**src/rtl/timer_pkg.sv**
```systemverilog
// Shared register map constants and FSM state types for the timer channel controller.
package timer_pkg;

   // Word index within a channel's 16-byte block (byte offsets 0x0, 0x4, 0x8, 0xC).
   localparam logic [1:0] RegCtrl  = 2'd0;
   localparam logic [1:0] RegTerm  = 2'd1;
   localparam logic [1:0] RegCount = 2'd2;
   localparam logic [1:0] RegStat  = 2'd3;

   localparam int unsigned CtrlStartBit = 0;
   localparam int unsigned CtrlHaltBit  = 1;
   localparam int unsigned CtrlModeBit  = 2;
   localparam int unsigned CtrlIeBit    = 3;

   localparam int unsigned StatRunBit  = 0;
   localparam int unsigned StatPendBit = 1;

   typedef enum logic [1:0] {
      SeqIdle,
      SeqHaltHi,
      SeqGap,
      SeqStartHi
   } seq_state_e;

   typedef enum logic {
      SchArb,
      SchPresent
   } sch_state_e;

endpackage

```
**src/rtl/timer_irq_arb.sv**
```systemverilog
// Sticky pending bits per channel and a round-robin presenter driving one CPU interrupt line
// with an ID and an acknowledge handshake.
module timer_irq_arb
   import timer_pkg::*;
#(
   parameter int unsigned NCH = 4,
   parameter int unsigned IDW = 2
) (
   input  logic           clk,
   input  logic           reset_n,
   input  logic [NCH-1:0] int_set,
   input  logic [NCH-1:0] w1c_clr,
   input  logic [NCH-1:0] ie,
   input  logic           irq_ack,
   output logic [NCH-1:0] pend,
   output logic           irq,
   output logic [IDW-1:0] irq_id
);

   sch_state_e     state_q;
   logic [NCH-1:0] pend_q, pend_d;
   logic [NCH-1:0] id_hot, ack_clr, eff;
   logic [IDW-1:0] last_q, grant;
   logic           grant_vld, keep;

   always_comb begin
      for (int c = 0; c < NCH; c++) begin
         id_hot[c] = (irq_id == IDW'(c));
      end
      ack_clr = id_hot & {NCH{(state_q == SchPresent) && irq_ack}};
      // A new interrupt pulse outranks any clear landing in the same cycle.
      pend_d  = (pend_q & ~(w1c_clr | ack_clr)) | int_set;
      eff     = pend_q & ie;
      keep    = |(pend_d & ie & id_hot);

      grant     = last_q;
      grant_vld = 1'b0;
      for (int i = 1; i <= NCH; i++) begin
         for (int c = 0; c < NCH; c++) begin
            if (!grant_vld && eff[c] && (c == (int'(last_q) + i) % NCH)) begin
               grant_vld = 1'b1;
               grant     = IDW'(c);
            end
         end
      end
   end

   always_ff @(posedge clk or negedge reset_n) begin
      if (!reset_n) begin
         state_q <= SchArb;
         pend_q  <= '0;
         last_q  <= IDW'(NCH - 1);
         irq     <= 1'b0;
         irq_id  <= '0;
      end else begin
         pend_q <= pend_d;
         case (state_q)
            SchArb: begin
               if (grant_vld) begin
                  irq_id  <= grant;
                  irq     <= 1'b1;
                  state_q <= SchPresent;
               end
            end
            SchPresent: begin
               if (irq_ack) begin
                  last_q  <= irq_id;
                  irq     <= 1'b0;
                  state_q <= SchArb;
               end else if (!keep) begin
                  // Withdrawn by W1C or mask: re-arbitrate without advancing the pointer.
                  irq     <= 1'b0;
                  state_q <= SchArb;
               end
            end
            default: state_q <= SchArb;
         endcase
      end
   end

   assign pend = pend_q;

endmodule

```
**src/rtl/timer_ctrl.sv**
```systemverilog
// Bus-mapped controller for NCH timing channels: config registers, trigger sequencers and IRQ.
// Optional per-channel interrupt enable via TIMER_CTRL_IRQ_MASK_EN.
module timer_ctrl
   import timer_pkg::*;
#(
   parameter int unsigned NCH = 4,
   parameter int unsigned IDW = (NCH > 1) ? $clog2(NCH) : 1
) (
   input  logic              clk,
   input  logic              reset_n,
   input  logic              bus_sel,
   input  logic              bus_we,
   input  logic [IDW+3:0]    bus_addr,
   input  logic [31:0]       bus_wdata,
   output logic [31:0]       bus_rdata,
   output logic              bus_ready,
   output logic [NCH-1:0]    ro_trig_start,
   output logic [NCH-1:0]    ro_trig_halt,
   output logic [NCH-1:0]    ro_mode,
   output logic [NCH*32-1:0] ro_termcount,
   input  logic [NCH-1:0]    rf_status,
   input  logic [NCH*32-1:0] rf_currcount,
   input  logic [NCH-1:0]    rf_int,
   output logic              irq,
   output logic [IDW-1:0]    irq_id,
   input  logic              irq_ack
);

   logic [IDW-1:0]    ch_idx;
   logic [1:0]        reg_sel;
   logic              wr_en, rd_en, unused_addr;
   logic [NCH-1:0]    ch_hit, ctrl_wr, term_wr, w1c_clr;
   logic [NCH-1:0]    mode_q, restart_q, ie, ie_rd, pend;
   logic [NCH*32-1:0] term_q;
   logic [31:0]       rdata_d;
   seq_state_e        seq_q [NCH];

   assign ch_idx      = bus_addr[IDW+3:4];
   assign reg_sel     = bus_addr[3:2];
   assign wr_en       = bus_sel & bus_we;
   assign rd_en       = bus_sel & ~bus_we;
   assign unused_addr = ^bus_addr[1:0];

   // Channel indices at or beyond NCH never hit, so their writes drop and reads return 0.
   always_comb begin
      for (int c = 0; c < NCH; c++) begin
         ch_hit[c]  = (ch_idx == IDW'(c));
         ctrl_wr[c] = wr_en && ch_hit[c] && (reg_sel == RegCtrl);
         term_wr[c] = wr_en && ch_hit[c] && (reg_sel == RegTerm);
         w1c_clr[c] = wr_en && ch_hit[c] && (reg_sel == RegStat) && bus_wdata[StatPendBit];
      end
   end

   always_ff @(posedge clk or negedge reset_n) begin
      if (!reset_n) begin
         mode_q <= '0;
         term_q <= '0;
      end else begin
         for (int c = 0; c < NCH; c++) begin
            if (ctrl_wr[c]) mode_q[c] <= bus_wdata[CtrlModeBit];
            if (term_wr[c]) term_q[32*c +: 32] <= bus_wdata;
         end
      end
   end

`ifdef TIMER_CTRL_IRQ_MASK_EN
   logic [NCH-1:0] ie_q;

   always_ff @(posedge clk or negedge reset_n) begin
      if (!reset_n) begin
         ie_q <= '0;
      end else begin
         for (int c = 0; c < NCH; c++) begin
            if (ctrl_wr[c]) ie_q[c] <= bus_wdata[CtrlIeBit];
         end
      end
   end

   assign ie    = ie_q;
   assign ie_rd = ie_q;
`else
   assign ie    = '1;
   assign ie_rd = '0;
`endif

   // Trigger sequencers; a restart routes through the gap so halt always precedes start.
   always_ff @(posedge clk or negedge reset_n) begin
      if (!reset_n) begin
         for (int c = 0; c < NCH; c++) seq_q[c] <= SeqIdle;
         restart_q     <= '0;
         ro_trig_start <= '0;
         ro_trig_halt  <= '0;
      end else begin
         for (int c = 0; c < NCH; c++) begin
            case (seq_q[c])
               SeqIdle: begin
                  if (ctrl_wr[c] && bus_wdata[CtrlHaltBit]) begin
                     seq_q[c]        <= SeqHaltHi;
                     restart_q[c]    <= bus_wdata[CtrlStartBit];
                     ro_trig_halt[c] <= 1'b1;
                  end else if (ctrl_wr[c] && bus_wdata[CtrlStartBit]) begin
                     seq_q[c]         <= SeqStartHi;
                     ro_trig_start[c] <= 1'b1;
                  end
               end
               SeqHaltHi: begin
                  ro_trig_halt[c] <= 1'b0;
                  seq_q[c]        <= restart_q[c] ? SeqGap : SeqIdle;
               end
               SeqGap: begin
                  restart_q[c]     <= 1'b0;
                  ro_trig_start[c] <= 1'b1;
                  seq_q[c]         <= SeqStartHi;
               end
               SeqStartHi: begin
                  ro_trig_start[c] <= 1'b0;
                  seq_q[c]         <= SeqIdle;
               end
               default: seq_q[c] <= SeqIdle;
            endcase
         end
      end
   end

   always_comb begin
      rdata_d = '0;
      for (int c = 0; c < NCH; c++) begin
         if (rd_en && ch_hit[c]) begin
            case (reg_sel)
               RegCtrl: begin
                  rdata_d[CtrlModeBit] = mode_q[c];
                  rdata_d[CtrlIeBit]   = ie_rd[c];
               end
               RegTerm:  rdata_d = term_q[32*c +: 32];
               RegCount: rdata_d = rf_currcount[32*c +: 32];
               RegStat: begin
                  rdata_d[StatRunBit]  = rf_status[c];
                  rdata_d[StatPendBit] = pend[c];
               end
               default: ;
            endcase
         end
      end
   end

   always_ff @(posedge clk or negedge reset_n) begin
      if (!reset_n) begin
         bus_ready <= 1'b0;
         bus_rdata <= '0;
      end else begin
         bus_ready <= bus_sel;
         bus_rdata <= rdata_d;
      end
   end

   assign ro_mode      = mode_q;
   assign ro_termcount = term_q;

   timer_irq_arb #(
      .NCH (NCH),
      .IDW (IDW)
   ) u_irq_arb (
      .clk     (clk),
      .reset_n (reset_n),
      .int_set (rf_int),
      .w1c_clr (w1c_clr),
      .ie      (ie),
      .irq_ack (irq_ack),
      .pend    (pend),
      .irq     (irq),
      .irq_id  (irq_id)
   );

endmodule

```
**config.mk**
```make
export PLATFORM = sky130hd
export DESIGN_NAME = timer_ctrl
export DESIGN_NICKNAME = d
export VERILOG_FILES = /design/src/rtl/timer_pkg.sv /design/src/rtl/timer_irq_arb.sv /design/src/rtl/timer_ctrl.sv
export SDC_FILE = /design/constraint.sdc
export NUM_CORES = 1
export LEC_CHECK = 0
export CAP_MARGIN = 20
export CORE_MARGIN = 8
export CORE_UTILIZATION = 52
export CTS_BUF_LIST = sky130_fd_sc_hd__clkbuf_2
export DETAILED_ROUTE_END_ITERATION = 16
export DONT_BUFFER_PORTS = 1
export GPL_ROUTABILITY_DRIVEN = 0
export HOLD_SLACK_MARGIN = 0.05
export PLACE_DENSITY = 0.67
export SLEW_MARGIN = 20
export SYNTH_ARGS = -nofsm -noshare
export SYNTH_HDL_FRONTEND = slang
export SYNTH_SLANG_ARGS = --single-unit
```
**constraint.sdc**
```tcl
create_clock -name clk -period 2.95 [get_ports clk]
set_input_delay 0.295 -clock clk [delete_from_list [all_inputs] [get_ports clk]]
set_output_delay 0.295 -clock clk [all_outputs]
set_load 0.02 [all_outputs]
```
# After elaboration in Yosys (flattened, before gate mapping)

Cells that the tools add are included.

Bits in registers: 195
Word-level logic and storage cells: 314
Output and inout port bits: 176
Input port bits: 179

Reduce and logical (&&, ||, !) cells: 118
Bitwise logic cells: 10
Eq/ne operators: 51
Add/sub/neg operators: 4
Multiplexer cells: 100

Operators with widths:

| kind                 | count |
|---|---|
| $pmux W28 S2         | 4 |
| $logic_not A32 Y1    | 4 |
| $mux W32             | 4 |
| $logic_and A1 B1 Y1  | 64 |
| $mux W2              | 28 |
| $pmux W2 S3          | 8 |
| $mux W1              | 38 |
| $pmux W2 S4          | 4 |
| $eq A2 B2 Y1 const B | 14 |
| $ne A2 B2 Y1 const B | 12 |
| $reduce_and A2 Y1    | 11 |
| $pmux W1 S2          | 10 |
| $eq A2 B2 Y1 const A | 8 |
| $reduce_bool A2 Y1   | 8 |
| $logic_not A1 Y1     | 15 |
| $ne A3 B3 Y1 const B | 5 |
| $eq A2 B1 Y1 const B | 7 |
| $logic_not A2 Y1     | 7 |
| $and A4 B4 Y4        | 3 |
| $pmux W1 S3          | 4 |
| $reduce_and A3 Y1    | 4 |
| $reduce_bool A3 Y1   | 4 |
| $eq A1 B2 Y1 const A | 4 |
| $or A4 B4 Y4         | 2 |
| 7 further kinds      | 11 |

# Depth between registers and ports, before layout

Depth in word-level cells: 66
Gate-level depth with buffers: 9
Mapped depth without buffers: 6

# Modules after synthesis

Synthesis repeated with hierarchy kept, for this count alone.

Cells, all modules: 789
Area, all modules: 9313.9 sq um

Modules (own cells, without submodules):

| module        | cells each | seq. area each (sq um) | instances | area an instance (sq um) |
|---|---|---|---|---|
| timer_ctrl    | 716        | 4629.4                 | 1         | 8694.6 |
| timer_irq_arb | 73         | 252.7                  | 1         | 619.3 |

# Worst setup path after synthesis

OpenSTA, ideal clock, no wires.

Kind: reg2reg
Start point: reg u_irq_arb.irq_id[0]
End point: reg u_irq_arb.irq
Arrival time: 1622 ps
Library setup time: 126 ps
Cell stages (with the launch flop): 5
Slack: 1201 ps
Buffers on the path: 0
Required time: 2824 ps
Clock period less this slack: 1749 ps
Cell sequence: dfrtp_1 -> mux4_2 -> inv_1 -> o311ai_0 -> a311o_1

Longest elaborated chain between the ends: 10
Elaborated cells on any way between the ends: 13
Those cells by class: 4 x eq/ne; 6 x bitwise; 3 x reduce/logical

Ends and longest elaborated chain:

| item                                 | RTL line            | RTL |
|---|---|---|
| start: declaration                   | timer_irq_arb.sv:17 | `output logic [IDW-1:0] irq_id` |
| start signal: assignment             | timer_irq_arb.sv:60 | `irq_id <= grant;` |
| $eq A2 B1 Y1 (tied with other cells) | timer_irq_arb.sv:28 | `id_hot[c] = (irq_id == IDW'(c));` |
| $and A4 B4 Y4                        | timer_irq_arb.sv:30 | `ack_clr = id_hot & {NCH{(state_q == SchPresent) && irq_ack}};` |
| $or A4 B4 Y4                         | timer_irq_arb.sv:32 | `pend_d = (pend_q & ~(w1c_clr \| ack_clr)) \| int_set;` |
| $not A4 Y4                           | timer_irq_arb.sv:32 |  |
| $and A4 B4 Y4                        | timer_irq_arb.sv:32 |  |
| $or A4 B4 Y4                         | timer_irq_arb.sv:32 |  |
| $and A4 B4 Y4 *                      | timer_irq_arb.sv:34 | `keep = \|(pend_d & ie & id_hot);` |
| $reduce_or A4 Y1 *                   | timer_irq_arb.sv:34 |  |
| $ne A3 B3 Y1 (no source line) *      | n/a                 |  |
| $reduce_and A2 Y1 (no source line) * | n/a                 |  |
| end signal: assignment               | timer_irq_arb.sv:53 | `irq <= 1'b0;` |
| end signal: assignment               | timer_irq_arb.sv:61 | `irq <= 1'b1;` |
| end signal: assignment               | timer_irq_arb.sv:68 | `irq <= 1'b0;` |
| end: declaration                     | timer_irq_arb.sv:16 | `output logic irq,` |

Every way passes the cells marked *; elsewhere a longest branch is shown, timed or not.
A chain may end at the register's enable or synchronous reset.

# Final worst setup path

Start point: in bus_addr[3]
End point: reg bus_rdata[27]

Longest elaborated chain between the ends: 9
Elaborated cells on any way between the ends: 10
Those cells by class: 2 x eq/ne; 8 x mux

Ends and longest elaborated chain:

| item                                                | RTL line          | RTL |
|---|---|---|
| start: declaration                                  | timer_ctrl.sv:13  | `input logic [IDW+3:0] bus_addr,` |
| $eq A2 B2 Y1 / $eq A2 B1 Y1 (equally long branches) | timer_ctrl.sv:129 | `case (reg_sel)` |
| $pmux W28 S2                                        | timer_ctrl.sv:129 |  |
| $mux W32                                            | timer_ctrl.sv:128 | `if (rd_en && ch_hit[c]) begin` |
| $pmux W28 S2                                        | timer_ctrl.sv:129 |  |
| $mux W32                                            | timer_ctrl.sv:128 |  |
| $pmux W28 S2                                        | timer_ctrl.sv:129 |  |
| $mux W32                                            | timer_ctrl.sv:128 |  |
| $pmux W28 S2                                        | timer_ctrl.sv:129 |  |
| $mux W32 *                                          | timer_ctrl.sv:128 |  |
| net rdata_d[27]                                     | timer_ctrl.sv:35  | `logic [31:0] rdata_d;` |
| end signal: assignment                              | timer_ctrl.sv:152 | `bus_rdata <= rdata_d;` |
| end: declaration                                    | timer_ctrl.sv:15  | `output logic [31:0] bus_rdata,` |

Mark *: on every way through the listed nets, which the timed path passes. The rest lies on a longest branch.

==> summary.md <==
| Metric | Value |
|---|---|
| Final hold vios | 195 |
| CP startpoint kind | input port |
| Die W | 150 um |
| Layout cells sized above 1 | 17.9% |
| Status | complete, but fails checks |
| Clock buffer depth | 2 |
| DRC | 0 |
| NumNets Final | 1079 |
| Critical Path AT | 3.62 ns |
| Failing checks | negative hold slack |
| Most common cell after layout, fill and taps aside | dfrtp_1 |
| Most frequent cells in the layout | dfrtp_1, dlygate4sd3_1, mux2_2 |
| Worst R2R Path Depth | 5 |
| Worst Tran Pin Value | 0.820 ns |
| Die height | 150 um |
| Min Clock Period, post-route | 2.91 ns |
| Area grow syn2layout | 21.3% |
| Worst Path Required | 3.66 ns |
| Total Neg Setup Slack | 0 ns |
| Max_cap viols | 0 |
| Most used cell, CP | dlygate4sd3_1 |
| Port bufs | 0 |
| CTS tree | built |
| Sequential area share after synthesis | 52.6% |
| Critical Path Sink Type | flip-flop |
| Grt ovf | 0 |
| Post-synth EDFFs | 0 |
| RR Endpoint | bus_rdata[16] |
| Worst rel slew slack | 45.3% |
| Synthesized instance count | 779 |
| TritonRoute pass-1 iters | 7 |
| CTS Buf Count | 17 |
| Netlist cell types | 50 |
| CORE AREA | 17700 sq um |
| Min-Delay Path Class | in -> async |
| Crit path cell chain | dlygate4sd3_1, inv_1, ha_4, buf_4, a22oi_1, o22ai_1, dlygate4sd3_1, o21a_1, dlygate4sd3_1 |
| CP max FO | 72 |
| Clock Skew | 0.0559 ns |
| Final worst path period share | 98.7% |
| Vias in the first global route | 8226 |
| Clk sinks | 195 |
| P per Cell Area | 628 nW/um^2 |
| Root buffer cell | clkbuf_2 |
| Primary FF master, synth | dfrtp_1 |
| Antenna-violating nets left | 0 |
| Leak | 0.00482 uW |
| HPWL Detailed | 21.0 mm |
| Initial Utilization | 52.3% |
| Netlist Area Pre-Place | 9280 sq um |
| Io pins | 355 |
| DR iter-0 viols | 740 |
| Synth Warn # | 0 |
| First-pass GRT wire length | 48.5 mm |
| Synth Register Bits | 195 |
| Layout Cells excl Fill | 1137 |
| Fillcell total | 1357 |
| Kind of critical path | in -> reg |
| Placed cells | 959 |
| Worst R2R Start | ro_termcount[48] |
| CTS Hold Bufs | 145 |
| Postcts setup bufs | 0 |
| Asr flop ratio synth | 100% |
| Slowest stage delay, CP | 0.59 ns |
| Die area | 22400 sq um |
| Syn nets | 964 |
| Antenna violations before repair | 1 |
| Clk_lat worst skew | 0.76 ns |
| Max Freq | 0.344 GHz |
| Crit-path slowest cell | dlygate4sd3_1 |
| Worst Hold Slack | -0.848 ns |
| Total wire length | 32.2 mm |
| Unrepaired setup endpoints after global routing | no |
| Std cell rows | 49 |
| CTS H-tree lvls | 4 |
| DR vias | 7870 |
| Clk slew on worst S/H paths | 0.34 ns |
| Avg Vias per Cell | 6.92 |
| Slew Limit Fails | 0 |
| Aggregate global-route resource usage | 28.0% |
| Worst vdd ir | 0.000426 V |
| Setup slack, reg-to-reg | 0.41 ns |
| Largest net degree at the start of global routing | 196 |
| Setup Viol. Count Final | 0 |
| Mean Syn Cell Area | 11.9 sq um |
| Wire length per cell | 28.3 um |
==> through the flow <==
| step | total power (uW) | util [%] | setup slack, ns | area [sq um] | hold slack, ns |
|---|---|---|---|---|---|
| after global routing | 7390 | 63.5 | 0.0140 | 11200 | -0.963 |
| final | 7060 | 63.5 | 0.0388 | 11200 | -0.848 |
| after global placement | 5390 | 53.6 | 0.988 | 9500 | 0.00554 |
| after floorplan | 5050 | - | 1.20 | 9280 | -0.000591 |
| after CTS | 7070 | 63.4 | 0.310 | 11200 | -0.941 |
| after detailed placement | 5490 | 53.6 | 0.941 | 9500 | 0.00593 |
==> flip-flops by register name (all words and copies together), names as in the netlist <==
name / count
ro_mode: 4
u_irq_arb.irq: 1
restart_q: 4
u_irq_arb.irq_id: 2
seq_q: 8
bus_ready: 1
ro_trig_start: 4
ro_termcount: 128
u_irq_arb.state_q: 1
bus_rdata: 32
ro_trig_halt: 4
u_irq_arb.last_q: 2
u_irq_arb.pend: 4
==> power by group <==
group          switching, uW  total [uW]  internal, uW
clock                   1030        1410           379
combinational            568        1240           674
sequential              1210        4410          3200
==> layout make-up <==
type,count,area (sq um),area share [%]
diodes,1,2.50,0.0222
clock buffers,18,90.1,0.801
clock inverters,14,184,1.64
inverters,13,48.8,0.434
multi-input cells,507,4130,36.7
flip-flops and latches,195,4880,43.4
well taps,229,287,2.55
repair buffers,160,1620,14.4
==> cells in the mapped netlist, types with 13 or more instances <==
cell type,number,share of area [%]
a211oi_1,32,2.6
a21oi_1,17,0.92
a221oi_1,31,2.9
a22oi_1,96,7.8
buf_2,16,0.86
clkbuf_1,41,1.7
dfrtp_1,193,52
inv_1,13,0.53
mux2_1,31,3.8
mux2_2,102,12
nand2_1,24,0.97
nor2_1,23,0.93
o21a_1,29,2.3
o22ai_1,33,2.2
==> cells by family (layout without fill, tap and decap cells) <==
family / Yosys count / in the layout / synth area share (%)
other: 0 / 1 / 0
muxes: 139 / 139 / 16.9
and+or+nand+nor: 89 / 89 / 4.72
DFF: 195 / 195 / 52.6
adders and majority gates: 6 / 6 / 0.809
AOI/OAI and AO/OA: 273 / 273 / 21.4
buffers and inverters: 77 / 205 / 3.45
==> timing repair <==
action,in CTS,in global routing
endpoints found under the setup margin,0,1
resized for setup,0,1
hold endpoints to repair,388,195
==> worst max-delay path by stage <==
stage	start	endpoint	slack, ns	depth (start not counted)
2_1_floorplan	u_irq_arb.irq_id[0]	u_irq_arb.irq	1.20	4
3_3_place_gp	bus_addr[2]	bus_rdata[31]	0.99	6
3_5_place_dp	bus_addr[2]	u_irq_arb.irq	0.94	5
4_1_cts	bus_addr[3]	bus_rdata[2]	0.31	9
5_1_grt	bus_addr[3]	bus_rdata[2]	0.01	9
6_report	bus_addr[3]	bus_rdata[27]	0.04	9
==> metal layers <==
metal | track usage, % | vias to the layer above | routed length, um
li1 | - | 3240 | -
met1 | 32.8 | 3927 | 11600
met2 | 47.4 | 602 | 15900
met3 | 8.62 | 101 | 3690
met4 | 11.1 | 0 | 1050
met5 | 0 | - | 0
==> critical path, delay by kind of cell <==
kind                       cells  cell delay [ns]
AOI/OAI and AO/OA              3             0.68
adders and majority gates      1             0.18
buffers and inverters          5             2.41
(Power assumes the default switching activity.)
